File: config.mk
export PLATFORM = sky130hd
export DESIGN_NAME = code_lock_prober
export DESIGN_NICKNAME = d
export VERILOG_FILES = /design/src/rtl/code_lock_pkg.sv /design/src/rtl/code_lock_prober.sv
export SDC_FILE = /design/constraint.sdc
export NUM_CORES = 1
export LEC_CHECK = 0
export CAP_MARGIN = 5
export CORE_UTILIZATION = 45
export CTS_CLUSTER_SIZE = 14
export DETAILED_ROUTE_END_ITERATION = 12
export GPL_TIMING_DRIVEN = 1
export PLACE_DENSITY = 0.74
export SLEW_MARGIN = 20
export SYNTH_ARGS = -nofsm -noshare
export SYNTH_HDL_FRONTEND = slang
export SYNTH_SLANG_ARGS = --single-unit
File: constraint.sdc
create_clock -name clk -period 3.8 [get_ports clk]
set_input_delay 0.76 -clock clk [delete_from_list [all_inputs] [get_ports clk]]
set_output_delay 0.76 -clock clk [all_outputs]
set_load 0.1 [all_outputs]
File: src/rtl/code_lock_pkg.sv
// Shared constants and state encoding for the 4-bit code-lock interface.
package code_lock_pkg;

  localparam int CODE_W    = 4;
  localparam int ATTEMPT_W = 5;

  localparam logic [CODE_W-1:0] CODE_LAST = '1;

  typedef enum logic [2:0] {
    S_IDLE,
    S_PRESENT,
    S_TRY,
    S_WAIT_READY,
    S_DONE,
    S_FAIL
  } probe_state_t;

endpackage

File: src/rtl/code_lock_prober.sv
// Sequential initiator for the code-lock responder: sweeps candidate codes
// 0..15, holds each for SETTLE cycles, strobes try_out for one cycle and
// samples lock_match. Waits out responder lockout, bounded by WAIT_MAX.
module code_lock_prober
  import code_lock_pkg::*;
#(
  parameter int SETTLE   = 1,
  parameter int WAIT_MAX = 255
) (
  input  logic                 clk,
  input  logic                 rst_n,
  input  logic                 start,
  input  logic                 abort,
  input  logic                 lock_ready,
  input  logic                 lock_match,
  output logic [CODE_W-1:0]    code_out,
  output logic                 try_out,
  output logic                 busy,
  output logic                 found,
  output logic                 fail,
  output logic                 timeout,
  output logic [CODE_W-1:0]    result,
  output logic [ATTEMPT_W-1:0] attempts
);

  localparam int SET_W = (SETTLE > 1) ? $clog2(SETTLE) : 1;
  localparam logic [SET_W-1:0] SETTLE_LOAD = SET_W'(SETTLE - 1);
  localparam logic [7:0]       WAIT_LAST   = 8'(WAIT_MAX - 1);

  probe_state_t         state, state_d;
  logic [CODE_W-1:0]    code_q, code_d;
  logic [CODE_W-1:0]    result_q, result_d;
  logic [ATTEMPT_W-1:0] att_q, att_d;
  logic [SET_W-1:0]     settle_q, settle_d;
  logic [7:0]           wait_q, wait_d;
  logic                 tmo_q, tmo_d;

  // State and datapath registers; async reset returns every output to idle.
  always_ff @(posedge clk or negedge rst_n) begin
    if (!rst_n) begin
      state    <= S_IDLE;
      code_q   <= '0;
      result_q <= '0;
      att_q    <= '0;
      settle_q <= '0;
      wait_q   <= '0;
      tmo_q    <= 1'b0;
    end else begin
      state    <= state_d;
      code_q   <= code_d;
      result_q <= result_d;
      att_q    <= att_d;
      settle_q <= settle_d;
      wait_q   <= wait_d;
      tmo_q    <= tmo_d;
    end
  end

  // Next-state and datapath updates; abort wins over everything else.
  always_comb begin
    state_d  = state;
    code_d   = code_q;
    result_d = result_q;
    att_d    = att_q;
    settle_d = settle_q;
    wait_d   = wait_q;
    tmo_d    = tmo_q;
    if (abort) begin
      state_d = S_IDLE;
      tmo_d   = 1'b0;
    end else begin
      case (state)
        S_IDLE, S_DONE, S_FAIL: begin
          if (start) begin
            state_d  = S_PRESENT;
            code_d   = '0;
            att_d    = '0;
            tmo_d    = 1'b0;
            settle_d = SETTLE_LOAD;
          end
        end
        S_PRESENT: begin
          if (settle_q == '0) begin
            if (lock_ready) begin
              state_d = S_TRY;
            end else begin
              state_d = S_WAIT_READY;
              wait_d  = '0;
            end
          end else begin
            settle_d = settle_q - 1'b1;
          end
        end
        S_WAIT_READY: begin
          wait_d = wait_q + 1'b1;
          if (lock_ready) begin
            state_d = S_TRY;
          end else if (wait_q == WAIT_LAST) begin
            state_d = S_FAIL;
            tmo_d   = 1'b1;
          end
        end
        S_TRY: begin
          att_d = att_q + 1'b1;
          if (lock_match) begin
            state_d  = S_DONE;
            result_d = code_q;
          end else if (code_q == CODE_LAST) begin
            // Last candidate missed: stop here rather than wrap to 0.
            state_d = S_FAIL;
            tmo_d   = 1'b0;
          end else begin
            state_d  = S_PRESENT;
            code_d   = code_q + 1'b1;
            settle_d = SETTLE_LOAD;
          end
        end
        default: state_d = S_IDLE;
      endcase
    end
  end

  // Status outputs are pure state decodes so reset drops them at once.
  assign try_out  = (state == S_TRY);
  assign busy     = (state == S_PRESENT) || (state == S_TRY) || (state == S_WAIT_READY);
  assign found    = (state == S_DONE);
  assign fail     = (state == S_FAIL);
  assign timeout  = tmo_q;
  assign code_out = code_q;
  assign result   = result_q;
  assign attempts = att_q;

endmodule

==> results.tsv, run 1 <==
stage	metric	value	unit
critical_path	required	3.04	ns
global_route	grt_overflow_total	0	
sta	rsz0062_at_grt	no	
global_route	grt_max_degree	26	
synth	synth-edff-count	0	
hold_path	hold_path_class	in2async	
drt	vias_per_cell	5.98	
clocking	clockBufferDepth	2	
sta	final.min_clock_period	2.81	ns
clocking	cts_tree	built	
drt	dr.pass1.iters	8	
floorplanning	dieWidth	57.2	um
floorplanning	die_h	57.2	um
synth	avgSynthCellArea	9.58	um^2
sta	tns	0	ns
sta	hold_viol	0	
sta	postLayoutSetupSlackWorst	0.991	ns
cells_and_area	final_core_util	57.1	%
synth	synth_cell_type_count	41	
global_route	grt_pass1_wl	5290	um
run_status	violations	DRC	
cells_and_area	fill_cells	224	
cells_and_area	fin_area	1620	um^2
pwr	p_per_area	390	nW/um^2
synth	synth_seq_cells	25	
synth	syn_nets	153	
clocking	clk_pin_slew_worst_paths	0.15	ns
synth	synth_warnings	0	
cells_and_area	drive_gt1_share	12.8	%
drt	vias	1166	
floorplanning	io_pins	24	
synth	synthTopCellsByArea	dfrtp_1 (46%), o21ai_0 (7.3%), nand2_1 (4.7%)	
critical_path	arrival	2.05	ns
cells_and_area	diodes	0	
critical_path	crit_path_max_incr_delay	1.20	ns
sta	max_freq	356	MHz
floorplanning	row_count	19	
critical_path	path_delay_family	buffers and inverters	
drt	post-route-drc-count	2	
floorplanning	core	2830	um^2
sta	worstMarginPinSlew	0.985	ns
drt	routed_wirelength	2930	um
sta	relSlewSlack	34.1	%
critical_path	path_buf_inv	1	
cells_and_area	fin_nets	175	
synth	synth_most_common_cell	dfrtp_1	
sta	drv_slew	0	
sta	finalCritPeriodShare	73.9	%
clocking	postCtsHoldBufs	0	
placed_design	postPlaceCellArea	1590	um^2
synth	ys.flop_type	dfrtp_1	
global_route	grt_pass1_vias	1105	
placed_design	dpl_worst_slack	1.16	ns
sta	finalClockSkew	0.00719	ns
clocking	cts.htree.levels	1	
pwr	ir_drop	0.194	mV
synth	ys_seq_area_share	45.7	%
clocking	ctsResizeCount	0	
drt	drtAntennaViolNets	0	
clocking	numCtsBuffers	3	
clocking	cts_sinks	25	
pwr	p_leak	0.000715	uW
synth	synthCells	143	
run_status	status	finished with violations	
placed_design	hpwl	2110	um
critical_path	criticalPathCategory	reg2out	
global_route	antenna_found_initial	0	
critical_path	worstPathCellList	clkdlybuf4s50_1	
clocking	cts_setup_buffers	0	
synth	async_flop_share	100	%
drt	wl_per_cell	15.0	um
sta	hold_slack	0.387	ns
drt	drtIter0Drc	41	
clocking	clk_latency	0.33	ns
synth	yosysTopAreaCell	dfrtp_1	
run	maxCapViolations	0	
critical_path	cp-end-kind	primary output	
placed_design	place.gp.congestion	0.838	
clocking	cts_root_buf	clkbuf_4	
global_route	grtUsageTotal	21.0	%
synth	netlist_top_cells_count	dfrtp_1 (25), o21ai_0 (20), nand2_1 (17)	
placed_design	port_buffers	23	
critical_path	cp_slowest_cell	clkdlybuf4s50_1	
sta	setup_viol	0	
cells_and_area	syn2layout_area_growth	17.9	%
synth	syn-cell-area	1370	um^2
critical_path	critical_path.startpoint_type	register	
critical_path	cp_max_fo	8	
synth	synth_top_area_share	45.7	%
floorplanning	die-area	3270	um^2
floorplanning	start_util	48.4	%
worst register-to-register path, cell delays in order, from the launching register on:
cell and delay, ns:
dfrtp_1 0.61, nor2b_4 0.09, a2111o_1 0.52, or2_1 0.30
o41ai_2 0.27
metrics by stage:
step / power, uW / cells
finish: 631 / 195
global route: 662 / 195
CTS: 634 / 195
detailed placement: 506 / 191
global placement: 503 / 191
floorplan: 459 / 143
power breakdown:
group	total, uW	switching (uW)	internal (uW)	leakage (uW)
Combinational	187	136	51.2	0.000353
Sequential	313	28.0	285	0.000344
Clock	130	87.2	42.9	0.0000183
placed cells by master (no fill, tap or decap), drive strengths merged, types with 2 or more instances in the layout:
cell	Yosys	final
dfrtp	25	25
o21ai	23	23
clkdlybuf4s50	0	18
nand2	17	17
a21oi	10	10
nor2	8	8
nand3	7	7
inv	5	6
mux2	5	5
nor3	5	5
buf	5	5
ha	4	4
clkbuf	1	3
and3	2	2
a31oi	2	2
mux2i	2	2
o41ai	2	2
nand3b	2	2
sequential cells by signal, indices dropped and copies added (netlist names):
register,flops
state,3
wait_q,8
result,4
code_out,4
timeout,1
attempts,5
kinds of logic after synthesis:
kind of cell / after synthesis / share of synthesized area, %
and+or+nand+nor: 49 / 19.4
muxes: 7 / 5.57
DFF: 25 / 45.7
AOI/OAI and AO/OA: 47 / 21.5
adders and majority gates: 4 / 3.65
buffers and inverters: 11 / 4.29
final cells by class:
cell class	count	area [um^2]	area share, %
Clock buffer	3	22.5	1.39
Sequential cell	25	626	38.7
Inverter	5	18.8	1.16
Multi-Input combinational cell	107	686	42.4
Tap cell	31	38.8	2.40
Timing Repair Buffer	23	215	13.3
Clock inverter	1	8.76	0.542
layer usage:
layer | up-vias | part of all wire [%] | GRT usage [%]
met5 | - | 0 | 0
met4 | 0 | 0.20 | 7.67
met3 | 2 | 3.8 | 2.95
met2 | 32 | 48 | 31.9
met1 | 563 | 48 | 30.8
li1 | 569 | - | -
path summary, 6_finish.rpt:
path / startpoint / endpoint / slack (ns) / cells past startpoint
worst max-delay path: code_out[2] / code_out[2] / 0.99 / 1
worst min-delay path: rst_n / wait_q[4] / 0.39 / 1
worst max register to register: state[2] / code_out[3] / 1.92 / 4
worst min register to register: wait_q[5] / wait_q[5] / 0.52 / 1
max in group asynchronous: rst_n / state[0] / 3.04 / 1
min in group clk: wait_q[5] / wait_q[5] / 0.52 / 1
Power figures use the tool's default switching activity.
==> run 2: changes to the inputs <==
==> constraint.sdc (replaced) <==
create_clock -name clk -period 2.7 [get_ports clk]
set_input_delay 0.54 -clock clk [delete_from_list [all_inputs] [get_ports clk]]
set_output_delay 0.54 -clock clk [all_outputs]
set_load 0.1 [all_outputs]
==> results.tsv, run 2 (synthesized netlist as in run 1, its figures left out) <==
stage	metric	value	unit
placed_design	place.gp.congestion	0.855	
drt	vias	1141	
clocking	cts_setup_buffers	0	
clocking	cts_root_buf	clkbuf_4	
run_status	status	finished with violations	
sta	relSlewSlack	52.4	%
run	maxCapViolations	0	
floorplanning	start_util	48.4	%
clocking	postCtsHoldBufs	0	
cells_and_area	fill_cells	262	
pwr	ir_drop	0.299	mV
cells_and_area	drive_gt1_share	21.7	%
drt	routed_wirelength	2970	um
pwr	p_per_area	548	nW/um^2
cells_and_area	mostFrequentLayoutCells	dfrtp_1 (25), o21ai_0 (20), buf_4 (19)	
drt	drtAntennaViolNets	0	
critical_path	arrival	1.86	ns
sta	drv_slew	0	
run_status	violations	DRC	
pwr	p_int	532	uW
floorplanning	core	2830	um^2
clocking	clk_pin_slew_worst_paths	0.15	ns
pwr	p_leak	0.000752	uW
global_route	grtUsageTotal	19.9	%
critical_path	critical_path.startpoint_type	register	
global_route	antenna_found_initial	0	
sta	worstMarginPinSlew	0.709	ns
clocking	clockBufferDepth	2	
drt	vias_per_cell	5.79	
cells_and_area	fin_nets	177	
pwr	pwr-share-comb	30.2	%
hold_path	hold_path_class	reg2reg	
pwr	p_seq_share	49.9	%
sta	rsz0062_at_grt	no	
sta	hold_slack	0.530	ns
cells_and_area	final_core_util	57.0	%
pwr	clkPwrFrac	19.8	%
critical_path	criticalPathCategory	reg2out	
cells_and_area	largest_reg_flops	8	
cells_and_area	top_register	wait_q	
drt	post-route-drc-count	2	
floorplanning	die_h	57.2	um
clocking	cts_sinks	25	
global_route	grt_pass1_wl	5080	um
clocking	cts_tree	built	
pwr	power.switching	352	uW
global_route	grt_pass1_vias	1123	
cells_and_area	layout_commonest_cell	dfrtp_1	
sta	setup_viol	0	
placed_design	postPlaceCellArea	1580	um^2
drt	wl_per_cell	15.1	um
critical_path	cp_max_fo	13	
clocking	clk_latency	0.33	ns
placed_design	port_buffers	23	
floorplanning	row_count	19	
sta	finalCritPeriodShare	88.9	%
floorplanning	die-area	3270	um^2
floorplanning	io_pins	24	
sta	max_freq	417	MHz
clocking	ctsResizeCount	0	
sta	finalClockSkew	0.00974	ns
sta	hold_viol	0	
cells_and_area	fin_area	1610	um^2
clocking	numCtsBuffers	3	
drt	drtIter0Drc	29	
cells_and_area	diodes	0	
cells_and_area	syn2layout_area_growth	17.6	%
global_route	grt_overflow_total	0	
pwr	switching_share	39.8	%
global_route	grt_max_degree	26	
sta	tns	0	ns
floorplanning	dieWidth	57.2	um
clocking	cts.htree.levels	1	
critical_path	required	2.16	ns
drt	dr.pass1.iters	8	
sta	final.min_clock_period	2.40	ns
placed_design	hpwl	2130	um
critical_path	cp-end-kind	primary output	
[run 2: path summary, 6_finish.rpt]
kind / from / to / slack, ns / cells after the start
hold reg to reg: wait_q[5] / wait_q[5] / 0.53 / 1
setup / recovery: state[1] / try_out / 0.30 / 4
hold / removal: wait_q[5] / wait_q[5] / 0.53 / 1
max in group asynchronous: rst_n / state[0] / 1.90 / 2
setup reg to reg: state[2] / code_out[3] / 0.82 / 4
min in group asynchronous: rst_n / wait_q[6] / 0.54 / 2
[run 2: layout make-up]
class                   instances  area [um^2]  area share (%)
inverters                       5         18.8            1.16
clock buffers                   3         22.5            1.40
clock inverters                 1         7.51           0.466
well taps                      31         38.8            2.41
repair buffers                 25          213            13.2
multi-input cells             107          686            42.5
flip-flops and latches         25          626            38.8
[run 2: through the flow]
| stage | power [uW] | setup WS [ns] | instances |
|---|---|---|---|
| after CTS | 889 | 0.310 | 197 |
| final | 884 | 0.300 | 197 |
| after detailed placement | 715 | 0.308 | 193 |
| after floorplan | 646 | 0.0170 | 143 |
| after global placement | 710 | 0.374 | 193 |
| after global routing | 921 | 0.200 | 197 |
[run 2: power by group through the flow]
stage / Combinational, uW / Clock [uW] / Sequential (uW)
5_1_grt: 286 / 188 / 447
3_3_place_gp: 265 / 0 / 445
6_report: 267 / 175 / 441
4_1_cts: 269 / 180 / 440
2_1_floorplan: 130 / 0 / 516
3_5_place_dp: 268 / 0 / 447
[run 2: layer usage]
layer	wire [um]	global-route usage [%]	part of all wire (%)	vias up
met5	0	0	0	-
met1	1480	27.8	50	536
met4	24	4.88	0.81	0
met2	1340	33.3	45	28
li1	-	-	-	573
met3	117	2.27	3.9	4
[run 2: critical path, cell delays in order, from the launching register on]
cell     delay (ns)
dfrtp_1        0.51
inv_2          0.16
or3_1          0.48
inv_2          0.18
buf_12         0.19
==> run 3: changes to the inputs <==
--- a/config.mk
+++ b/config.mk
@@ -11,7 +11,6 @@
 export DETAILED_ROUTE_END_ITERATION = 12
 export GPL_TIMING_DRIVEN = 1
 export PLACE_DENSITY = 0.74
-export SLEW_MARGIN = 20
 export SYNTH_ARGS = -nofsm -noshare
 export SYNTH_HDL_FRONTEND = slang
 export SYNTH_SLANG_ARGS = --single-unit
==> results of run 3 <==
The final DEF is identical to that of run 2; final timing and power are the same.
